[src/rtl/micro_sequencer.sv]
// micro_sequencer: next-address controller for the microprogrammed CPU.
// Picks the next micro-PC from the current micro-word's sequencing field,
// raises the IR-load strobe at fetch, handles memory waits with timeout,
// halts/restarts, and counts retired instructions.
module micro_sequencer #(
    parameter int unsigned           UADDR_W     = 8,
    parameter logic [UADDR_W-1:0]    FETCH_ADDR  = UADDR_W'(8'h00),
    parameter logic [UADDR_W-1:0]    TRAP_ADDR   = UADDR_W'(8'hF0),
    parameter int unsigned           MEM_TIMEOUT = 15
) (
    input  logic               clk,
    input  logic               reset,
    input  logic [3:0]         opcode,
    input  logic [2:0]         uc_cond,
    input  logic [UADDR_W-1:0] uc_next,
    input  logic               flag_z,
    input  logic               flag_n,
    input  logic               mem_ready,
    input  logic               run,
    output logic [UADDR_W-1:0] upc,
    output logic               ir_load,
    output logic               stall,
    output logic               halted,
    output logic               mem_err,
    output logic [15:0]        instr_count
);

    localparam int unsigned WAIT_W   = 8;
    localparam int unsigned CNT_W    = 16;
    localparam logic [WAIT_W-1:0] WAIT_LAST = WAIT_W'(MEM_TIMEOUT - 1);
    localparam logic [3:0]  OP_ILLEGAL = 4'b1111;

    localparam logic [2:0] UC_SEQ    = 3'b000;
    localparam logic [2:0] UC_JMP    = 3'b001;
    localparam logic [2:0] UC_BZ     = 3'b010;
    localparam logic [2:0] UC_BN     = 3'b011;
    localparam logic [2:0] UC_DISP   = 3'b100;
    localparam logic [2:0] UC_END    = 3'b101;
    localparam logic [2:0] UC_MWAIT  = 3'b110;
    localparam logic [2:0] UC_HALT   = 3'b111;

    typedef enum logic {
        ST_RUN  = 1'b0,
        ST_HALT = 1'b1
    } state_t;

    state_t              state_q, state_d;
    logic [UADDR_W-1:0]  upc_q, upc_d;
    logic [WAIT_W-1:0]   wait_cnt_q, wait_cnt_d;
    logic                mem_err_q, mem_err_d;
    logic [CNT_W-1:0]    instr_count_q, instr_count_d;
    logic [UADDR_W-1:0]  upc_inc;

    assign upc_inc = upc_q + UADDR_W'(1);

    // Next-state selection: sequencing field decode in RUN, restart in HALT.
    always_comb begin
        state_d       = state_q;
        upc_d         = upc_q;
        wait_cnt_d    = '0;
        mem_err_d     = mem_err_q;
        instr_count_d = instr_count_q;
        unique case (state_q)
            ST_RUN: begin
                unique case (uc_cond)
                    UC_SEQ:  upc_d = upc_inc;
                    UC_JMP:  upc_d = uc_next;
                    UC_BZ:   upc_d = flag_z ? uc_next : upc_inc;
                    UC_BN:   upc_d = flag_n ? uc_next : upc_inc;
                    UC_DISP: upc_d = (opcode == OP_ILLEGAL) ? TRAP_ADDR
                                                            : UADDR_W'({opcode, 4'b0000});
                    UC_END: begin
                        upc_d         = FETCH_ADDR;
                        instr_count_d = instr_count_q + CNT_W'(1);
                    end
                    UC_MWAIT: begin
                        if (mem_ready) begin
                            upc_d = upc_inc;
                        end else if (wait_cnt_q == WAIT_LAST) begin
                            upc_d     = TRAP_ADDR;
                            mem_err_d = 1'b1;
                        end else begin
                            wait_cnt_d = wait_cnt_q + WAIT_W'(1);
                        end
                    end
                    UC_HALT: state_d = ST_HALT;
                    default: upc_d = upc_q;
                endcase
            end
            ST_HALT: begin
                if (run) begin
                    upc_d   = FETCH_ADDR;
                    state_d = ST_RUN;
                end
            end
            default: state_d = ST_RUN;
        endcase
    end

    // State registers with asynchronous reset.
    always_ff @(posedge clk or posedge reset) begin
        if (reset) begin
            state_q       <= ST_RUN;
            upc_q         <= FETCH_ADDR;
            wait_cnt_q    <= '0;
            mem_err_q     <= 1'b0;
            instr_count_q <= '0;
        end else begin
            state_q       <= state_d;
            upc_q         <= upc_d;
            wait_cnt_q    <= wait_cnt_d;
            mem_err_q     <= mem_err_d;
            instr_count_q <= instr_count_d;
        end
    end

    assign upc         = upc_q;
    assign halted      = (state_q == ST_HALT);
    assign mem_err     = mem_err_q;
    assign instr_count = instr_count_q;
    assign ir_load     = (state_q == ST_RUN) && (upc_q == FETCH_ADDR);
    assign stall       = (state_q == ST_RUN) && (uc_cond == UC_MWAIT) && !mem_ready;

endmodule

[config.mk]
export PLATFORM = sky130hd
export DESIGN_NAME = micro_sequencer
export DESIGN_NICKNAME = d
export VERILOG_FILES = /design/src/rtl/micro_sequencer.sv
export SDC_FILE = /design/constraint.sdc
export NUM_CORES = 1
export LEC_CHECK = 0
export ABC_AREA = 1
export CORE_MARGIN = 5
export CORE_UTILIZATION = 43
export DETAILED_ROUTE_END_ITERATION = 10
export GPL_TIMING_DRIVEN = 0
export PLACE_DENSITY = 0.68
export SLEW_MARGIN = 5
export SYNTH_ARGS = -nofsm -noshare
export SYNTH_HDL_FRONTEND = slang
export SYNTH_SLANG_ARGS = --single-unit
[constraint.sdc]
create_clock -name clk -period 1.8 [get_ports clk]
set_input_delay 0.36 -clock clk [delete_from_list [all_inputs] [get_ports clk]]
set_output_delay 0.36 -clock clk [all_outputs]
set_load 0.01 [all_outputs]
==> impl_metrics.py <==
metrics = {
    "clocking": {
        "cts_root_buf": "clkbuf_8",
        "h-tree-depth": 2,
        "hold_buffers": 0,
        "cts.clk_slew.worst_paths_ns": 0.07,
        "cts_made_buffers": 5,
        "cts_tree": "yes",
        "cts_buffer_depth": 2,
        "clk_latency_ns": 0.28,
        "clock_sinks": 34,
    },
    "finish": {
        "seqCellArea_um2": 853.3,
        "multi_input_area_mm2": 0.001241,
        "final_nets": 407,
        "antenna_cells": 0,
        "final_cell_mix": "nand2_1 (96), clkdlybuf4s50_1 (42), inv_1 (41), nor2_1 (38), dfrtp_1 (32)",
        "area_delta_synth_final_pct": 30.88,
        "drive_gt1_share_pct": 10.47,
        "final_common_cell": "nand2_1",
        "num-fill-cells": 519,
        "fin_area_mm2": 0.002980,
    },
    "sta": {
        "hold_violations": 0,
        "worst_hold_slack_ns": 0.4698,
        "fin_crit_ns": 1.722,
        "max_slew_margin_pct": 52.05,
        "rsz0062_at_grt": "no",
        "period_share_pct": 95.64,
        "skew_ns": 0.007549,
        "final-setup-viol-count": 0,
        "worst_pin_slew_ns": 0.7182,
        "fmax_mhz": 580.9,
        "slew_viol_final": 0,
    },
    "worst_setup_path": {
        "cp-start-kind": "input port",
        "r2r_slack_ns": 0.28,
        "crit_fanout": 5,
        "rr_worst_depth": 6,
        "crit_required_ns": 1.44,
        "worst_ep_arrival_time_ns": 1.36,
        "path_class": "input port to output port",
        "endpoint_kind": "output port",
        "r2r-end": "instr_count[12]$_DFFE_PP0P_",
        "r2r-start": "instr_count[0]$_DFFE_PP0P_",
    },
    "global_routing": {
        "grt_max_degree": 35,
        "antenna_found_initial": 0,
        "grt_pass1_vias": 2012,
        "gr-total-overflow": 0,
        "grt_pass1_wl_mm": 9.080,
        "grt_usage_pct": 17.12,
    },
    "pwr": {
        "ir_worst_vdd_mv": 0.7085,
        "leakage_nw": 1.436,
        "p_per_area_mw_per_mm2": 877.8,
    },
    "route": {
        "route.vias.total": 2199,
        "finalWirelength_mm": 5.544,
        "drt_first_pass_iters": 4,
        "drc": 0,
        "viasPerCell": 4.865,
        "wl_per_cell_um": 12.27,
        "drtIter0Drc": 118,
        "postRouteAntennaNets": 0,
    },
    "floorplanning": {
        "rows": 26,
        "ios": 49,
        "die_x_um": 82.77,
        "core_area_mm2": 0.005140,
        "die_h_um": 82.77,
        "initial_core_util_pct": 44.30,
        "fp.dieArea_mm2": 0.006851,
    },
    "synthesis": {
        "seq_area_frac_synth_pct": 37.36,
        "synth_cells": 323,
        "ys_warn_count": 0,
        "synth_nets": 349,
        "syn_area_per_cell_um2": 7.050,
        "ys_seq_elements": 34,
        "synth_area_mm2": 0.002277,
        "synth.distinct_cells": 30,
    },
    "placement": {
        "port_buffers": 47,
        "hpwl_mm": 4.206,
        "gp_congestion": 0.8981,
        "dpl_cell_area_mm2": 0.002835,
    },
    "run_status": {
        "status": "complete, no violations",
    },
    "min_path": {
        "min_delay_worst_endpoint": "mem_err$_DFFE_PP0P_",
        "holdPathStages": 1,
        "worstHoldStart": "mem_err$_DFFE_PP0P_",
        "hp-class": "register to register",
    },
    "job": {
        "cap_violations": 0,
    },
}
## registers in the layout, indices dropped and copies added, names as in the netlist
| signal | flops |
|---|---|
| wait_cnt_q | 8 |
| upc | 8 |
| instr_count | 16 |
| mem_err | 1 |
| halted | 1 |
## kinds of logic (layout without fill, tap and decap cells)
group	count (synthesis)	in the layout	synth area share [%]
XOR/XNOR	13	13	5.000
AO/OA/AOI/OAI	22	22	5.660
buffers and inverters	48	107	8.461
AND/OR/NAND/NOR	201	201	40.77
flip-flops	34	34	37.36
adder cells (fa/ha/maj)	5	5	2.747
## cell type report
class / instances / area share [%]
Multi-Input combinational cell: 241 / 41.65
Sequential cell: 34 / 28.63
Timing Repair Buffer: 51 / 16.62
Inverter: 45 / 5.668
Clock buffer: 8 / 3.694
Tap cell: 70 / 2.939
Buffer: 3 / 0.7976
## worst max-delay path, stage by stage
cell	delay, ns
clkdlybuf4s15_2	0.24
inv_2	0.10
nand3_1	0.11
nor2_4	0.13
inv_1	0.08
nor2_2	0.11
clkdlybuf4s15_2	0.24
## where the power goes
group	total (W)	switching (W)	internal [W]
Sequential	0.00108	0.000190	0.000893
Combinational	0.000885	0.000449	0.000436
Clock	0.000648	0.000262	0.000386
## cell usage after synthesis
library cell  instances  area, um2
inv_2                 3      11.26
o21ai_4               1      16.27
nand3b_1              1      7.510
nand2_2               2      12.51
nand2_1              96      360.4
nand2_4               1      11.26
nor2_1               39      146.4
inv_1                42      157.7
xor2_1               10      87.58
buf_4                 1      7.510
nor3b_1               3      22.52
dfrtp_1              34      850.8
nor2_4                4      45.04
a21oi_1               4      20.02
nor4_4                1      21.27
a31oi_1               1      6.260
o21ai_0              13      65.06
xnor2_1               3      26.28
nand3_4               1      17.52
nor2_2                1      6.260
nand3_2               1      10.01
nor3_1               10      50.05
o21a_1                1      7.510
buf_2                 1      5.000
a31o_2                1      8.760
o21ai_1               1      5.000
buf_6                 1      11.26
ha_1                  5      62.56
nand3_1              31      155.2
nand4_1              10      62.56
## repair_timing
action | in CTS | in global routing
pin swaps | 1 | 2
endpoints found under the setup margin | 2 | 2
setup buffers | 2 | 2
resized for setup | 14 | 4
## worst max path at each step
| stage | start | endpoint | slack [ns] | depth (start not counted) |
|---|---|---|---|---|
| global placement | uc_cond[0] | stall | -0.69 | 7 |
| CTS | uc_cond[1] | stall | 0.01 | 6 |
| floorplan | instr_count[1]$_DFFE_PP0P_ | instr_count[12]$_DFFE_PP0P_ | 0.40 | 6 |
| finish | uc_cond[0] | stall | 0.08 | 7 |
| detailed placement | uc_cond[1] | stall | -0.72 | 6 |
| global route | uc_cond[0] | stall | 0.003 | 7 |
## per-stage QoR
step / TNS, ns / setup slack, ns / util [%] / instances / total power [W]
3_5_place_dp: -2.657 / -0.7150 / 55.16 / 440 / 0.001955
4_1_cts: 0 / 0.01223 / 57.84 / 450 / 0.002636
5_1_grt: 0 / 0.003281 / 57.98 / 452 / 0.002802
3_3_place_gp: -8.259 / -0.6942 / 55.16 / 440 / 0.001942
6_report: 0 / 0.07847 / 57.98 / 452 / 0.002616
2_1_floorplan: 0 / 0.4026 / - / 323 / 0.001513
## routing by layer
| layer | track usage (%) | up-vias | share of wire, % |
|---|---|---|---|
| li1 | - | 1144 | - |
| met1 | 24.25 | 1003 | 48 |
| met2 | 26.84 | 47 | 46 |
| met3 | 3.456 | 5 | 4.9 |
| met4 | 3.922 | 0 | 0.79 |
| met5 | 0 | - | 0 |
Note: power is estimated with default switching activity, not from simulation.
